===== src/rtl/cpu_run_ctrl.sv =====
// cpu_run_ctrl
// Run/step controller for the single-cycle CPU. It drives the CPU's initPC
// line, decides each cycle whether the instruction currently presented by
// the CPU commits, counts committed instructions, and stops the CPU on a
// commit limit, a PC breakpoint, a halt opcode or an external request.
//
// Ports:
//   clk          clock; all state changes on the rising edge
//   initPC       synchronous active-high reset of this controller
//   start        IDLE: begin a run; HALTED: resume
//   restart      any state: re-initialise the CPU and clear the count
//   step         HALTED: execute exactly one instruction
//   halt_req     external halt request (honoured in RUN only)
//   bp_en        breakpoint enable
//   bp_addr      breakpoint PC
//   regPC        CPU current PC
//   inst         CPU current instruction
//   cpu_init     drives the CPU's initPC
//   cpu_en       CPU commit enable for this cycle (combinational)
//   cycle_count  committed instructions since the last init (saturating)
//   running      state is RUN or STEP
//   halted       state is HALTED
//   halt_reason  0 none, 1 max cycles, 2 breakpoint, 3 halt inst,
//                4 external, 5 step done
module cpu_run_ctrl #(
    parameter int unsigned MAX_CYCLES  = 0,
    parameter int unsigned INIT_CYCLES = 1,
    parameter logic [31:0] HALT_INST   = 32'hFFFF_FFFF,
    parameter int          CW          = 32
) (
    input  logic          clk,
    input  logic          initPC,
    input  logic          start,
    input  logic          restart,
    input  logic          step,
    input  logic          halt_req,
    input  logic          bp_en,
    input  logic [31:0]   bp_addr,
    input  logic [31:0]   regPC,
    input  logic [31:0]   inst,
    output logic          cpu_init,
    output logic          cpu_en,
    output logic [CW-1:0] cycle_count,
    output logic          running,
    output logic          halted,
    output logic [2:0]    halt_reason
);

    typedef enum logic [2:0] {
        S_IDLE,
        S_INIT,
        S_RUN,
        S_STEP,
        S_HALTED
    } state_t;

    localparam logic [2:0] R_NONE = 3'd0;
    localparam logic [2:0] R_MAX  = 3'd1;
    localparam logic [2:0] R_BP   = 3'd2;
    localparam logic [2:0] R_HALT = 3'd3;
    localparam logic [2:0] R_EXT  = 3'd4;
    localparam logic [2:0] R_STEP = 3'd5;

    // Init counter runs 0 .. INIT_CYCLES-1; at least one bit wide.
    localparam int          IW        = (INIT_CYCLES > 1) ? $clog2(INIT_CYCLES) : 1;
    localparam logic [IW-1:0] INIT_LAST = IW'(INIT_CYCLES - 1);
    localparam logic [IW-1:0] INIT_ONE  = {{(IW-1){1'b0}}, 1'b1};
    localparam logic [CW-1:0] MAX_CW    = CW'(MAX_CYCLES);
    localparam logic [CW-1:0] CNT_ONE   = {{(CW-1){1'b0}}, 1'b1};

    state_t          state_reg;
    logic [IW-1:0]   init_cnt_reg;
    logic [CW-1:0]   cycle_count_reg;
    logic [2:0]      halt_reason_reg;
    // Set on resume from HALTED so the instruction sitting on the
    // breakpoint commits once instead of re-triggering immediately.
    logic            bp_skip_reg;

    logic [2:0]      run_reason;
    logic            halt_cond;
    logic            is_halt_inst;
    logic            reason_locked;
    logic [CW-1:0]   count_next;

    assign is_halt_inst = (inst == HALT_INST);

    // Halt check for the instruction about to commit in RUN, highest
    // priority first.
    always_comb begin
        run_reason = R_NONE;
        if (halt_req) begin
            run_reason = R_EXT;
        end else if (is_halt_inst) begin
            run_reason = R_HALT;
        end else if (bp_en && (regPC == bp_addr) && !bp_skip_reg) begin
            run_reason = R_BP;
        end else if ((MAX_CYCLES != 0) && (cycle_count_reg == MAX_CW)) begin
            run_reason = R_MAX;
        end
    end

    assign halt_cond = (run_reason != R_NONE);

    // Commit limit and halt opcode are terminal: only restart/initPC leave.
    assign reason_locked = (halt_reason_reg == R_MAX) || (halt_reason_reg == R_HALT);

    // Saturating increment.
    assign count_next = (cycle_count_reg == {CW{1'b1}}) ? cycle_count_reg
                                                         : cycle_count_reg + CNT_ONE;

    // A restart in RUN/STEP pre-empts this cycle's commit because the
    // count is being cleared in the same cycle.
    always_comb begin
        cpu_en = 1'b0;
        case (state_reg)
            S_INIT:  cpu_en = 1'b1;
            S_RUN:   cpu_en = !halt_cond && !restart;
            S_STEP:  cpu_en = !is_halt_inst && !restart;
            default: cpu_en = 1'b0;
        endcase
    end

    always_ff @(posedge clk) begin
        if (initPC) begin
            state_reg       <= S_IDLE;
            init_cnt_reg    <= '0;
            cycle_count_reg <= '0;
            halt_reason_reg <= R_NONE;
            bp_skip_reg     <= 1'b0;
        end else if (restart) begin
            state_reg       <= S_INIT;
            init_cnt_reg    <= '0;
            cycle_count_reg <= '0;
            halt_reason_reg <= R_NONE;
            bp_skip_reg     <= 1'b0;
        end else begin
            case (state_reg)
                S_IDLE: begin
                    if (start) begin
                        state_reg    <= S_INIT;
                        init_cnt_reg <= '0;
                    end
                end
                S_INIT: begin
                    if (init_cnt_reg == INIT_LAST) begin
                        state_reg <= S_RUN;
                    end else begin
                        init_cnt_reg <= init_cnt_reg + INIT_ONE;
                    end
                end
                S_RUN: begin
                    if (halt_cond) begin
                        state_reg       <= S_HALTED;
                        halt_reason_reg <= run_reason;
                    end else begin
                        cycle_count_reg <= count_next;
                        bp_skip_reg     <= 1'b0;
                    end
                end
                S_STEP: begin
                    state_reg <= S_HALTED;
                    if (is_halt_inst) begin
                        halt_reason_reg <= R_HALT;
                    end else begin
                        cycle_count_reg <= count_next;
                        halt_reason_reg <= R_STEP;
                    end
                end
                S_HALTED: begin
                    if (!reason_locked) begin
                        if (start) begin
                            state_reg   <= S_RUN;
                            bp_skip_reg <= 1'b1;
                        end else if (step) begin
                            state_reg <= S_STEP;
                        end
                    end
                end
                default: state_reg <= S_IDLE;
            endcase
        end
    end

    assign cpu_init    = (state_reg == S_INIT);
    assign running     = (state_reg == S_RUN) || (state_reg == S_STEP);
    assign halted      = (state_reg == S_HALTED);
    assign cycle_count = cycle_count_reg;
    assign halt_reason = halt_reason_reg;

endmodule


===== config.mk =====
export PLATFORM = sky130hd
export DESIGN_NAME = cpu_run_ctrl
export DESIGN_NICKNAME = d
export VERILOG_FILES = /design/src/rtl/cpu_run_ctrl.sv
export SDC_FILE = /design/constraint.sdc
export NUM_CORES = 1
export LEC_CHECK = 0
export ABC_AREA = 1
export BUFFER_PORTS_ARGS = -buffer_cell sky130_fd_sc_hd__buf_4
export CORE_ASPECT_RATIO = 0.9
export CORE_MARGIN = 2
export CORE_UTILIZATION = 45
export CTS_CLUSTER_DIAMETER = 30
export DETAILED_ROUTE_END_ITERATION = 10
export PLACE_DENSITY = 0.78
export SLEW_MARGIN = 20
export SYNTH_ARGS = -nofsm -noshare
export SYNTH_HDL_FRONTEND = slang
export SYNTH_SLANG_ARGS = --single-unit

===== constraint.sdc =====
create_clock -name clk -period 1.65 [get_ports clk]
set_input_delay 0.0825 -clock clk [delete_from_list [all_inputs] [get_ports clk]]
set_output_delay 0.0825 -clock clk [all_outputs]
set_load 0.05 [all_outputs]

==> run_results.csv <==
group,metric,value,unit
run_status,run_status,"complete, but fails checks",
run_status,violations,"negative setup slack",
clocking,clock-root-buffer,"clkbuf_8",
clocking,cts_buffer_depth,2,
setup_path,regToRegSetupSlack,-200,ps
clocking,cts_max_level,2,
routing,drtAntennaViolNets,0,
setup_path,worstSetupPathType,"reg2reg",
clocking,cts.clk_slew.worst_paths,80,ps
placed_design,dp_slack,-107,ps
die,die_y,87.8,um
setup_path,cp_data_arrival_time,2070,ps
setup_path,required,1870,ps
placed_design,hpwlAfterDp,10200,um
sta,period_minus_slack,1850,ps
placed_design,dp.cells,887,
power,ir_drop,0.000404,V
placed_design,post_dp_cell_area,5280,sq um
final_layout,regArea,875,sq um
clocking,cts_buffers,5,
final_layout,antenna_cells,0,
sta,fmax,541,MHz
setup_path,cp-start-kind,"flop",
die,die_w,97.1,um
routing,vias_per_cell,5.28,
sta,fin_ws,-198,ps
synth,syn_area_per_cell,5.92,sq um
die,num_io_pins,142,
die,start_util,0.465,
placed_design,io_buffers,141,
grt,grt_pass1_wl,20500,um
synth,synthesis.nets,697,
sta,hold_viol,0,
clocking,cts_tree,"done",
final_layout,fillerInstances,536,
setup_path,critPathBufInv,2,
final_layout,multiInputGateArea,2770,sq um
grt,grt_max_degree,33,
final_layout,syn_to_final_growth,70.4,%
sta,relSlewSlack,0.760,
synth,syn_area,3510,sq um
sta,final.period_utilization,1.12,
final_layout,largest_reg_flops,32,
setup_path,slowest_stage,"dfxtp_4",
grt,grt_pass1_vias,4253,
final_layout,nets,921,
setup_path,crit_path_max_fanout,3,
power,cellPowerDensity,388,nW/um^2
setup_path,crit_path_end_kind,"flop",
power,switching_share,0.305,
sta,slew_viol_final,0,
routing,drc,0,
power,p_comb_frac,0.274,
min_path,min-delay-path-class,"in2reg",
die,core_area,7540,sq um
routing,drt_wl_total,14000,um
final_layout,drive_gt1_frac,0.466,
sta,worst_slew_pin_slew,357,ps
power,p_int,1.61,mW
grt,grt_overflow,0,
synth,ys_seq_area_frac,0.222,
sta,rsz0062_at_grt,"true",
routing,vias,4826,
power,clockPowerShare,0.332,
synth,ys_seq_elements,39,
setup_path,crit_path_cell_trace,"ha_4 -> inv_4 -> nor3_4 -> buf_4 -> nand2_1 -> nor2_1 -> xor2_1 -> nand3_1 -> a21oi_1",
routing,dr.pass1.iters,5,
placed_design,place.gp.congestion,0.943,
clocking,clock_sinks,39,
grt,antenna_found_initial,0,
clocking,clk_latency,300,ps
power,netSwitchingPower,0.709,mW
final_layout,fin_cells,914,
die,die_area,8530,sq um
synth,yosysUniqueCellTypes,36,
job,drv_cap,0,
grt,grt_use_total,0.294,
final_layout,fin_area,5980,sq um
power,seq_power_share,0.394,
routing,first_iter_violations,286,
die,std_cell_rows,30,
sta,setup_viol,33,
power,p_leak,2.77,nW
sta,skew,4.07,ps
synth,syn_inst,593,
setup_path,crit_family,"simple AND/OR/NAND/NOR gates",
setup_path,critical-path-max-stage-delay,370,ps
synth,synth_warnings,0,
routing,routedWlPerCell,15.3,um
cell usage in the layout, fill, tap and decap left out, drive strengths merged, types with 2 or more instances in the layout:
cell      n
o21ai     6
nand2   188
nand4    26
a21oi    37
clkinv    4
dfxtp    39
clkbuf    8
nor3     22
nand3b    2
buf     224
inv      84
nand3    53
nor2     71
or2       4
xor2     20
xnor2    19
nor4      4
per-stage QoR:
stage / utilization / power (mW) / TNS (ps) / hold WS (ps)
after floorplan: - / 1.20 / -1060 / 152
after global routing: 0.793 / 2.42 / -6550 / 94.4
final: 0.793 / 2.32 / -4500 / 86.9
after global placement: 0.700 / 1.49 / -1350 / 250
after CTS: 0.724 / 2.27 / -1980 / 46.9
after detailed placement: 0.700 / 1.50 / -2480 / 252
what timing repair did:
item                       CTS  global route
hold buffers                 1             0
hold endpoints to repair     1             0
setup endpoints to repair   35            40
pin swaps                    3            11
setup buffers                3            10
cloned                       1             4
resized for setup            8            80
path summary, 6_finish.rpt:
check,from,endpoint,cells past startpoint
worst max-delay path,cycle_count[0],cycle_count[16],9
worst min-delay path,restart,state_reg[1],4
worst max register to register,cycle_count[0],cycle_count[16],9
worst min register to register,halt_reason[1],halt_reason[1],2
cell families after synthesis:
logic type               Yosys count  synth area share
AND/OR/NAND/NOR                  370             0.485
XOR/XNOR                          39            0.0973
flip-flops                        39             0.222
AO/OA/AOI/OAI                     46            0.0784
adder cells (fa/ha/maj)            1           0.00356
buffers and inverters             98             0.113
worst min-delay path, delay by kind of cell:
kind,cells,cell delay (ps)
simple gates,2,160
buf+inv,2,110
layout make-up:
class | instances | share of cell area
inverters | 86 | 0.0544
clock inverters | 2 | 0.00230
well taps | 96 | 0.0201
flip-flops and latches | 39 | 0.146
repair buffers | 227 | 0.299
clock buffers | 6 | 0.0157
multi-input cells | 458 | 0.462
synthesized netlist by cell type (all sizes together):
library cell	instances	area (sq um)
nand3b	2	15.0
a21boi	1	7.51
nand3	53	270
clkinv	2	7.51
nand4	26	163
nor4	4	40.0
dfxtp	39	781
o21ai	6	30.0
or2	4	25.0
a21oi	37	223
inv	84	315
nand2	186	747
o31ai	1	7.51
nor3b	1	7.51
ha	1	12.5
and2	1	6.26
xor2	20	175
buf	9	63.8
nor2	71	277
xnor2	19	166
o21bai	1	7.51
clkbuf	3	11.3
nor3	22	153
layer usage:
metal,global-route usage,share of wire
met1,0.403,0.43
met4,0.0615,0.021
met3,0.0559,0.091
met5,0,0
met2,0.488,0.46
power by group through the flow:
stage | registers [mW] | clock network (mW) | logic (mW)
global placement | 0.938 | 0 | 0.550
floorplan | 0.942 | 0 | 0.263
detailed placement | 0.938 | 0 | 0.563
finish | 0.916 | 0.771 | 0.637
global route | 0.917 | 0.817 | 0.686
CTS | 0.916 | 0.781 | 0.575
(Power assumes the default switching activity.)
